$ cat src/rtl/aibnd_sig_filt_pkg.sv
// Shared types and defaults for the AIB sideband signal synchronizer/filter.
// State encoding puts the output level in bit 1 and the qualifying flag in bit 0.
package aibnd_sig_filt_pkg;

  localparam int unsigned DEF_SYNC_STAGES = 2;
  localparam int unsigned DEF_FILT_CNT_W  = 4;

  typedef enum logic [1:0] {
    LOW       = 2'b00,
    RISE_QUAL = 2'b01,
    HIGH      = 2'b10,
    FALL_QUAL = 2'b11
  } filt_state_e;

endpackage

$ cat src/rtl/aibnd_sync_chain.sv
// Multi-flop level synchronizer for an asynchronous single-bit input.
// Reusable by any sideband receiver; resets to 0.
module aibnd_sync_chain #(
  parameter int unsigned STAGES = 2
) (
  input  logic clk,
  input  logic rst_n,
  input  logic d_i,
  output logic q_o
);

  logic [STAGES-1:0] sync_q;

  // NOTE: sequential state uses non-blocking assignments so every flop samples
  // the pre-edge value of its neighbour; blocking here would collapse the chain.
  always_ff @(posedge clk or negedge rst_n) begin
    if (!rst_n) begin
      sync_q <= '0;
    end else begin
      sync_q <= {sync_q[STAGES-2:0], d_i};
    end
  end

  assign q_o = sync_q[STAGES-1];

endmodule

$ cat src/rtl/aibnd_sig_sync_filter.sv
// Synchronizes the buffer's sig_out level, qualifies transitions over filt_len
// cycles, and emits registered single-cycle rise/fall events.
module aibnd_sig_sync_filter
  import aibnd_sig_filt_pkg::*;
#(
  parameter int unsigned SYNC_STAGES = DEF_SYNC_STAGES,
  parameter int unsigned FILT_CNT_W  = DEF_FILT_CNT_W
) (
  input  logic                  clk,
  input  logic                  rst_n,
  input  logic                  sig_in,
  input  logic                  filt_en,
  input  logic [FILT_CNT_W-1:0] filt_len,
  input  logic                  vccl_aibnd,
  input  logic                  vssl_aibnd,
  output logic                  sig_out,
  output logic                  sig_rise,
  output logic                  sig_fall,
  output logic                  sig_busy
);

  filt_state_e           state_q, state_d;
  logic [FILT_CNT_W-1:0] cnt_q, cnt_d;
  logic                  rise_q, rise_d;
  logic                  fall_q, fall_d;
  logic                  s;
  logic                  bypass;
  logic                  qual_done;
  logic [FILT_CNT_W-1:0] cnt_inc;
  logic                  unused_supply;

  // Supply pins exist only for netlist consistency with the analog buffer.
  assign unused_supply = vccl_aibnd ^ vssl_aibnd;

  aibnd_sync_chain #(
    .STAGES (SYNC_STAGES)
  ) u_sync (
    .clk   (clk),
    .rst_n (rst_n),
    .d_i   (sig_in),
    .q_o   (s)
  );

  assign bypass    = !filt_en || (filt_len == '0);
  // >= rather than == so a live reduction of filt_len ends qualification at once.
  assign qual_done = !filt_en || (cnt_q >= filt_len);
  assign cnt_inc   = (cnt_q == '1) ? cnt_q : cnt_q + FILT_CNT_W'(1);

  // NOTE: every always_comb output gets a default before the case so no path
  // leaves a variable unassigned, which would otherwise infer a latch.
  always_comb begin
    state_d = state_q;
    cnt_d   = cnt_q;
    rise_d  = 1'b0;
    fall_d  = 1'b0;
    unique case (state_q)
      LOW: begin
        if (s) begin
          if (bypass) begin
            state_d = HIGH;
            rise_d  = 1'b1;
          end else begin
            state_d = RISE_QUAL;
            cnt_d   = FILT_CNT_W'(1);
          end
        end
      end
      RISE_QUAL: begin
        if (!s) begin
          state_d = LOW;
        end else if (qual_done) begin
          state_d = HIGH;
          rise_d  = 1'b1;
        end else begin
          cnt_d = cnt_inc;
        end
      end
      HIGH: begin
        if (!s) begin
          if (bypass) begin
            state_d = LOW;
            fall_d  = 1'b1;
          end else begin
            state_d = FALL_QUAL;
            cnt_d   = FILT_CNT_W'(1);
          end
        end
      end
      FALL_QUAL: begin
        if (s) begin
          state_d = HIGH;
        end else if (qual_done) begin
          state_d = LOW;
          fall_d  = 1'b1;
        end else begin
          cnt_d = cnt_inc;
        end
      end
      default: state_d = LOW;
    endcase
  end

  always_ff @(posedge clk or negedge rst_n) begin
    if (!rst_n) begin
      state_q <= LOW;
      cnt_q   <= '0;
      rise_q  <= 1'b0;
      fall_q  <= 1'b0;
    end else begin
      state_q <= state_d;
      cnt_q   <= cnt_d;
      rise_q  <= rise_d;
      fall_q  <= fall_d;
    end
  end

  assign sig_out  = (state_q == HIGH) || (state_q == FALL_QUAL);
  assign sig_busy = (state_q == RISE_QUAL) || (state_q == FALL_QUAL);
  assign sig_rise = rise_q;
  assign sig_fall = fall_q;

endmodule

$ cat config.mk
export PLATFORM = sky130hd
export DESIGN_NAME = aibnd_sig_sync_filter
export DESIGN_NICKNAME = d
export VERILOG_FILES = /design/src/rtl/aibnd_sig_filt_pkg.sv /design/src/rtl/aibnd_sync_chain.sv /design/src/rtl/aibnd_sig_sync_filter.sv
export SDC_FILE = /design/constraint.sdc
export NUM_CORES = 1
export LEC_CHECK = 0
export BUFFER_PORTS_ARGS = -buffer_cell sky130_fd_sc_hd__buf_2
export CAP_MARGIN = 0
export CORE_AREA = 2 2 39 41
export CTS_CLUSTER_DIAMETER = 100
export CTS_CLUSTER_SIZE = 12
export DETAILED_ROUTE_END_ITERATION = 12
export DIE_AREA = 0 0 41 43
export GPL_TIMING_DRIVEN = 1
export PLACE_DENSITY = 0.67
export SLEW_MARGIN = 20
export SYNTH_ARGS = -nofsm -noshare
export SYNTH_HDL_FRONTEND = slang
export SYNTH_SLANG_ARGS = --single-unit
$ cat constraint.sdc
create_clock -name clk -period 3.5 [get_ports clk]
set_clock_uncertainty 0.15 [all_clocks]
set_input_delay 0.175 -clock clk [delete_from_list [all_inputs] [get_ports clk]]
set_output_delay 0.175 -clock clk [all_outputs]
set_load 0.005 [all_outputs]
==> metrics, run 1 <==
# DRC 0; # port buffers 11; Filler Cell Count approximately 140; I/O pins 14; Synth Instances 55; mapped cell area 574.3 sq um; WS Path Type flop to flop; DR iter-0 viols 4; Yosys Warn Count 0; Antenna Cells 0; Die Y 43 um; crit path launch type flop; area grow syn2layout 20.70%; total CTS buffers 3; Layout Nets 86; Overflow after GRT 0; dpl hpwl 786.2 um; flop2flop setup slack 1470 ps; # clock sinks 10; area of the multi-input gates just under 300 sq um; PD cells between 500 and 600 mW/mm^2; setup ws final roughly 1500 ps; number of synthesized register bits 10; max_slew headroom 68.68%; initial antenna violation count 0; CTS tree done; max_cap viols 0; Finish-stage setup viols 0; vias in the first global route 416; FMAX around 490 MHz; Cell Rows 14; Worst-path clk slew ~60 ps; share of cells above drive strength 1 25.71%; sequential cell area 250.2 sq um; CTS Buffer Depth 2; Clk Latency, worst-skew pair around 260 ps; Fin Setup TNS 0 ps; Die X-Extent between 40 and 50 um; worst min path class input port to asynchronous set/reset pin; RSZ-0062 raised after global routing false; die area approximately 0.0018 sq mm; gr usage total ~14%; Slew @ Worst Pin between 400 and 500 ps; Antenna Nets Post-Route 0; Pleak ~0.33 nW; Crit Path Max Fanout 6; Setup crit end kind flop; DR WL/cell between 10 and 15 um; htree depth 1; first-pass GRT wire length 1676 um; post-synth cell types 27; syn_nets 70; Final Hold Fails 0; gpl congestion ~0.76; Clock Tree Root clkbuf_4; data required time of the worst path 3490 ps; Worst EP arrival between 2000 and 2500 ps; Post-Synthesis Mean Instance Area 10.44 sq um; Slew Viols, Final 0; Seq/Total Area, Yosys between 40% and 50%; via count approximately 440; vias per cell a little over 5; final wirelength 1009 um; VDD IR max about 240 uV; largest net degree at the start of global routing 11; initial core utilization 41.50%; Final min period between 2000 and 2500 ps; Tcrit/Tclk final roughly three fifths; outcome complete, no violations; PostCTS Resize Cnt 0; TritonRoute pass-1 iters 3; core area roughly 0.0014 sq mm; DP Worst Slack about 1500 ps
-- per-layer routing --
layer | vias up | part of all wire, % | track usage (%)
met5 | - | 0 | 0
met4 | 0 | 0 | 2.000
met3 | 0 | 3.4 | 7.853
met2 | 6 | 50 | 22.50
met1 | 205 | 46 | 17.00
li1 | 233 | - | -
-- registers in the layout (all words and copies together), names as in the netlist --
signal         count
sig_fall           1
u_sync.sync_q      2
cnt_q              4
sig_rise           1
state_q            2
-- cell usage in the layout (no fill, tap or decap), drive strengths merged --
master / instances
a2111oi: 1
a21oi: 2
a22o: 1
and2: 1
buf: 11
clkbuf: 4
dfrtp: 10
dlygate4sd3: 2
ha: 5
inv: 6
mux2: 1
mux2i: 1
nand2: 5
nand3: 2
nand3b: 2
nand4b: 2
nor2: 1
nor3b: 2
nor4: 1
o211ai: 1
o21ai: 2
o31a: 1
o31ai: 1
or4: 2
or4b: 1
xnor2: 1
xor2: 1
-- worst max-delay path, stage by stage, from the launching register on --
cell      delay (ps)
dfrtp_1          420
ha_1             310
nand2_1           70
nand4b_1         240
o21ai_1          350
mux2_2           370
-- area by class of cell --
| class | instances | area share, % |
|---|---|---|
| multi-input cells | 37 | 41.70 |
| clock buffers | 4 | 5.235 |
| inverters | 6 | 3.249 |
| well taps | 16 | 2.888 |
| repair buffers | 13 | 10.83 |
| flip-flops and latches | 10 | 36.10 |
-- stage by stage --
stage / instance area [sq um] / cells / utilization [%] / hold WS [ps] / power, W
2_1_floorplan: 574.3 / 55 / - / -270.6 / 0.0002390
3_3_place_gp: 636.9 / 80 / 46.02 / -110.2 / 0.0002660
3_5_place_dp: 636.9 / 80 / 46.02 / -102.2 / 0.0002733
4_1_cts: 693.2 / 86 / 50.09 / 149.0 / 0.0003772
5_1_grt: 693.2 / 86 / 50.09 / 177.3 / 0.0004035
6_report: 693.2 / 86 / 50.09 / 161.3 / 0.0003706
-- power by group --
group | switching (W) | internal (W)
Combinational | 0.0000587 | 0.0000515
Clock | 0.0000369 | 0.0000631
Sequential | 0.0000235 | 0.000137
-- synthesized netlist by cell type (all sizes together) --
cell          n  area (sq um)
nand2         5         18.77
dlygate4sd1   1         8.760
a2111oi       1         8.760
o31a          1         8.760
nor3b         2         15.01
xor2          1         8.760
a22o          1         8.760
nor2          1         3.750
o31ai         1         12.51
or4b          1         13.76
dfrtp        10         250.2
ha            5         62.56
nand3         2         10.01
clkbuf        1         3.750
mux2i         1         10.01
nand3b        2         15.01
or4           2         15.01
a21oi         2         10.01
and2          1         6.260
o21ai         2         10.00
inv           6         22.52
nor4          1         6.260
xnor2         1         8.760
nand4b        2         17.52
mux2          1         11.26
o211ai        1         7.510
-- final timing paths --
| kind | startpoint | end | cells past startpoint |
|---|---|---|---|
| max | cnt_q[3] | state_q[1] | 5 |
| min | rst_n | state_q[0] | 2 |
| max reg2reg | cnt_q[3] | state_q[1] | 5 |
| min reg2reg | u_sync.sync_q[0] | u_sync.sync_q[1] | 0 |
| max in group asynchronous | rst_n | sig_rise | 2 |
| min in group clk | filt_en | cnt_q[2] | 4 |
-- what timing repair did --
action / 4_1_cts / 5_1_grt
hold buffers: 2 / 0
setup buffers: 0 / 0
endpoints found under the hold margin: 11 / 0
-- cells by family (layout without fill, tap and decap cells) --
group	count (synthesis)	count (layout)	share of synthesized area, %
simple gates	19	19	21.13
flops	10	10	43.57
compound gates	9	9	11.55
buf+inv	8	23	6.100
fa+ha+maj	5	5	10.89
xor+xnor	2	2	3.051
mux	2	2	3.704
Note: power is estimated with default switching activity, not from simulation.
==> run 2, diff against run 1 <==
==> constraint.sdc (replaced) <==
create_clock -name clk -period 2 [get_ports clk]
set_clock_uncertainty 0.15 [all_clocks]
set_input_delay 0.1 -clock clk [delete_from_list [all_inputs] [get_ports clk]]
set_output_delay 0.1 -clock clk [all_outputs]
set_load 0.005 [all_outputs]
==> run 2 against run 1 <==
Compared with the run above: sequential cell count is the same; critical path depth is the same; clock power is 38% higher; global-route usage grew 2.6 points; sequential power rose by 76%; largest cell class unchanged; largest power group unchanged.
==> metrics, run 2 (synthesized netlist as in run 1, its figures left out) <==
Die X-Extent 41 um; # port buffers 11; TritonRoute pass-1 iters 2; Psw between 0.0002 and 0.00025 W; setup ws final about 150 ps; Top Registers cnt_q: 4 flops, state_q: 2 flops, u_sync.sync_q: 2 flops; Antenna Cells 0; VDD IR max 380.1 uV; Fin Setup TNS 0 ps; FMAX around 540 MHz; RSZ-0062 raised after global routing false; share of cells above drive strength 1 a little under a third; core area between 0.001 and 0.0015 sq mm; Cell Rows 14; fin area ~710 sq um; CP delay by family, top compound AO/OA/AOI/OAI gates; via count 469; postcts setup bufs 0; PD cells just under 900 mW/mm^2; crit path launch type flop; Max stage delay on crit path about 410 ps; Overflow after GRT 0; crit path cell chain ha_1, o211ai_1, a21oi_2, o31a_1, a22o_1; worst min path class input port to asynchronous set/reset pin; Clock Tree Root clkbuf_4; area grow syn2layout 24.18%; # clock sinks 10; commonest non-fill, non-tap cell in the layout buf_2; htree depth 1; max reg flops 4; Pleak ~0.35 nW; # DRC 0; I/O pins 14; Finish-stage setup viols 0; data required time of the worst path about 2000 ps; initial core utilization between 40 and 50%; WP buf/inv 0; sequential share of power 44.6%; Clock Power Share about 22%; outcome complete, no violations; Antenna Nets Post-Route 0; final wirelength between 1000 and 1500 um; vias per cell 5.270; Layout Nets 90; WS Path Type flop to flop; initial antenna violation count 0; crit path max-delay cell type dfrtp_1; Final min period approximately 1900 ps; CTS tree done; gpl congestion 0.7701; Worst EP arrival about 1900 ps; dpl hpwl approximately 860 um; total CTS buffers 3; CTS Buffer Depth 2; Clk Latency, worst-skew pair around 270 ps; Tcrit/Tclk final 92.54%; DP Area approximately 670 sq um; Power, Total approximately 0.00063 W; largest register by flop count cnt_q; first-pass GRT wire length 1911 um; Slew Viols, Final 0; Final Hold Fails 0; Setup crit end kind flop; Slew @ Worst Pin 347.8 ps; DR WL/cell 12.54 um; max_slew headroom around three quarters; Worst-path clk slew ~60 ps; combinational share of power 33.6%; DP Worst Slack 28.36 ps; Crit Path Max Fanout 6; most frequent cells in the layout buf_2 (11), dfrtp_1 (10), inv_1 (6); vias in the first global route 448; Die Y roughly 43 um; max_cap viols 0; die area between 0.0015 and 0.002 sq mm; gr usage total between 15 and 20%; DR iter-0 viols 6; switch share between 30% and 40%; Internal around 0.00041 W; largest net degree at the start of global routing 11
## run 2: worst register-to-register path, delay by kind of cell (launching register included)
| family | cells | cell delay (ps) |
|---|---|---|
| AO/OA/AOI/OAI | 4 | 900 |
| adder cells (fa/ha/maj) | 1 | 290 |
| flip-flops | 1 | 410 |
## run 2: layout make-up
class	instances	area, sq um
Fill cell	140	670.6
Multi-Input combinational cell	37	292.8
Sequential cell	10	250.2
Timing Repair Buffer	17	105.1
Clock buffer	3	22.52
Inverter	6	22.52
Tap cell	16	20.02
## run 2: final timing paths
kind	startpoint	to	slack, ps	cells after the start
worst max-delay path	cnt_q[1]	cnt_q[3]	150	5
worst min-delay path	rst_n	sig_rise	60	2
worst max register to register	cnt_q[1]	cnt_q[3]	150	5
worst min register to register	u_sync.sync_q[0]	u_sync.sync_q[1]	200	0
max in group asynchronous	rst_n	u_sync.sync_q[0]	1440	2
min in group clk	filt_en	cnt_q[2]	80	4
## run 2: stage by stage
step           utilization, %  hold WS, ps  std cells
2_1_floorplan               -       -345.6         55
3_3_place_gp            48.19       -181.9         84
3_5_place_dp            48.19       -181.7         84
4_1_cts                 51.27        65.55         89
5_1_grt                 51.54        106.5         89
6_report                51.54        62.88         89
## run 2: per-layer routing
layer | wire length [um] | vias up | global-route usage, %
met5 | 0 | - | 0
met4 | 31 | 0 | 10.00
met3 | 49 | 4 | 7.853
met2 | 562 | 7 | 24.69
met1 | 472 | 221 | 19.13
li1 | - | 237 | -
## run 2: timing repair
item / CTS / global route
setup endpoints to repair: 0 / 7
resized for setup: 0 / 1
hold endpoints to repair: 11 / 0
hold buffers: 2 / 0
## run 2: power by group through the flow
| stage | Clock, W | Combinational, W | Sequential [W] |
|---|---|---|---|
| 6_report | 0.000138 | 0.000212 | 0.000281 |
| 5_1_grt | 0.000152 | 0.000244 | 0.000286 |
| 4_1_cts | 0.000141 | 0.000207 | 0.000281 |
| 3_5_place_dp | 0 | 0.000203 | 0.000285 |
| 3_3_place_gp | 0 | 0.000198 | 0.000283 |
| 2_1_floorplan | 0 | 0.000143 | 0.000275 |
==> run 3, diff against run 2 <==
--- a/config.mk
+++ b/config.mk
@@ -6,14 +6,12 @@
 export NUM_CORES = 1
 export LEC_CHECK = 0
 export BUFFER_PORTS_ARGS = -buffer_cell sky130_fd_sc_hd__buf_2
-export CAP_MARGIN = 0
-export CORE_AREA = 2 2 39 41
+export CORE_ASPECT_RATIO = 0.9
+export CORE_UTILIZATION = 30
 export CTS_CLUSTER_DIAMETER = 100
 export CTS_CLUSTER_SIZE = 12
 export DETAILED_ROUTE_END_ITERATION = 12
-export DIE_AREA = 0 0 41 43
 export GPL_TIMING_DRIVEN = 1
-export PLACE_DENSITY = 0.67
 export SLEW_MARGIN = 20
 export SYNTH_ARGS = -nofsm -noshare
 export SYNTH_HDL_FRONTEND = slang
==> run 3 against run 2 <==
Compared with the run above: critical path depth unchanged; utilization down 9.2 points; via count is 2.8% lower; sequential power about the same; clock power grew 26%; first-iteration DRC count unchanged; critical path type unchanged; highest routed layer is now met3; sequential share of layout area decreased by 1.0 points; global-route usage down 3.2 points; hold slack better by 4.3 ps; non-clock buffer count fell by 1.
==> metrics, run 3 (synthesized netlist as in run 1, its figures left out) <==
outcome complete, no violations; initial core utilization between 30% and 40%; core area about 0.0017 sq mm; Slew @ Worst Pin roughly 330 ps; I/O pins 14; commonest non-fill, non-tap cell in the layout buf_2; Antenna Cells 0; Overflow after GRT 0; Die Y approximately 44 um; VDD IR max approximately 400 uV; Slew Viols, Final 0; max_cap viols 0; largest register by flop count cnt_q; # DRC 0; vias per cell 4.701; largest net degree at the start of global routing 11; htree depth 1; # port buffers 11; area grow syn2layout 27.89%; CTS tree done; gpl congestion about 0.85; Placed Cells approximately 90; Final Hold Fails 0; crit path launch type flop; first-pass GRT wire length 1938 um; Worst-path clk slew 60 ps; initial antenna violation count 0; Clk Latency, worst-skew pair between 200 and 300 ps; worst min path class input port to asynchronous set/reset pin; total CTS buffers 3; most frequent cells in the layout buf_2 (11), dfrtp_1 (10), inv_1 (6); Pleak about 0.35 nW; Layout Nets just under 90; Power, Total between 0.0006 and 0.0007 W; DR iter-0 viols 6; Die X-Extent roughly 48 um; FMAX about 540 MHz; Finish-stage setup viols 0; PD cells ~900 mW/mm^2; Setup crit end kind flop; max_slew headroom between 70% and 80%; WS Path Type flop to flop; Clock Tree Root clkbuf_4; share of cells above drive strength 1 a little under a third; WHS 67.15 ps; Antenna Nets Post-Route 0; fin cells slightly below 100; Worst EP arrival between 1500 and 2000 ps; dpl hpwl roughly 840 um; Tcrit/Tclk final between 90% and 100%; RSZ-0062 raised after global routing false; data required time of the worst path 2000 ps; postcts setup bufs 0; Filler Cell Count 171; Final min period 1862 ps; vias in the first global route roughly 470; Fin Setup TNS 0 ps; max reg flops 4; Crit Path Max Fanout 6; final wirelength between 1000 and 1500 um; Cell Rows 14; Top Registers cnt_q: 4 flops, state_q: 2 flops, u_sync.sync_q: 2 flops; # clock sinks 10; gr usage total 13.72%; R2R cell count 5; via count 456; die area ~0.0021 sq mm; DR WL/cell between 10 and 15 um; TritonRoute pass-1 iters 2; CTS Buffer Depth 2
==> run 3: cell types whose count changed in the layout (fill, tap and decap cells not counted) <==
| cell | change |
|---|---|
| a2111oi_0 | -1 |
| a2111oi_1 | +1 |
| buf_4 | -1 |
| clkbuf_8 | +1 |
| o21ai_1 | -1 |
| o21ai_2 | +1 |
==> run 3: power breakdown <==
group | switching [W] | total (W) | internal, W
Clock | 0.0000636 | 0.000174 | 0.000110
Sequential | 0.0000410 | 0.000281 | 0.000240
Combinational | 0.000112 | 0.000209 | 0.0000976
==> run 3: through the flow <==
stage                     util (%)  setup slack [ps]  cell area (sq um)
after global routing         42.35             3.966              734.5
final                        42.35             138.3              734.5
after detailed placement     38.60             32.29              669.4
after floorplan                  -             184.1              574.3
after CTS                    41.85             8.356              725.7
after global placement       38.60             37.78              669.4
==> run 3: worst paths after layout <==
check / from / endpoint / slack, ps
worst max-delay path: cnt_q[1] / cnt_q[3] / 140
worst min-delay path: rst_n / cnt_q[3] / 70
worst max register to register: cnt_q[1] / cnt_q[3] / 140
worst min register to register: u_sync.sync_q[0] / u_sync.sync_q[1] / 200
max in group asynchronous: rst_n / sig_fall / 1450
min in group clk: filt_en / cnt_q[2] / 80
==> run 3: repair_timing <==
item	4_1_cts	5_1_grt
gates resized for setup	0	3
endpoints found under the hold margin	11	0
hold buffers	2	0
endpoints found under the setup margin	0	6
==> run 3: final cells by class <==
cell class	instances	area, sq um	share of cell area [%]
clock buffers	4	36.28	4.940
inverters	6	22.52	3.066
multi-input cells	37	297.8	40.55
well taps	24	30.03	4.089
flip-flops and latches	10	250.2	34.07
repair buffers	16	97.59	13.29
==> run 3: per-layer routing <==
metal  track usage [%]  wire length (um)  vias up
li1                  -                 -      236
met1             16.88               472      210
met2             20.00               512       10
met3             8.750                63        0
met4             3.333                 0        0
met5                 0                 0        -
==> run 3: critical path, cell delays in order (launching register included) <==
cell	delay (ps)
dfrtp_1	410
ha_1	290
o211ai_1	190
a21oi_2	110
o31a_1	360
a22o_1	240
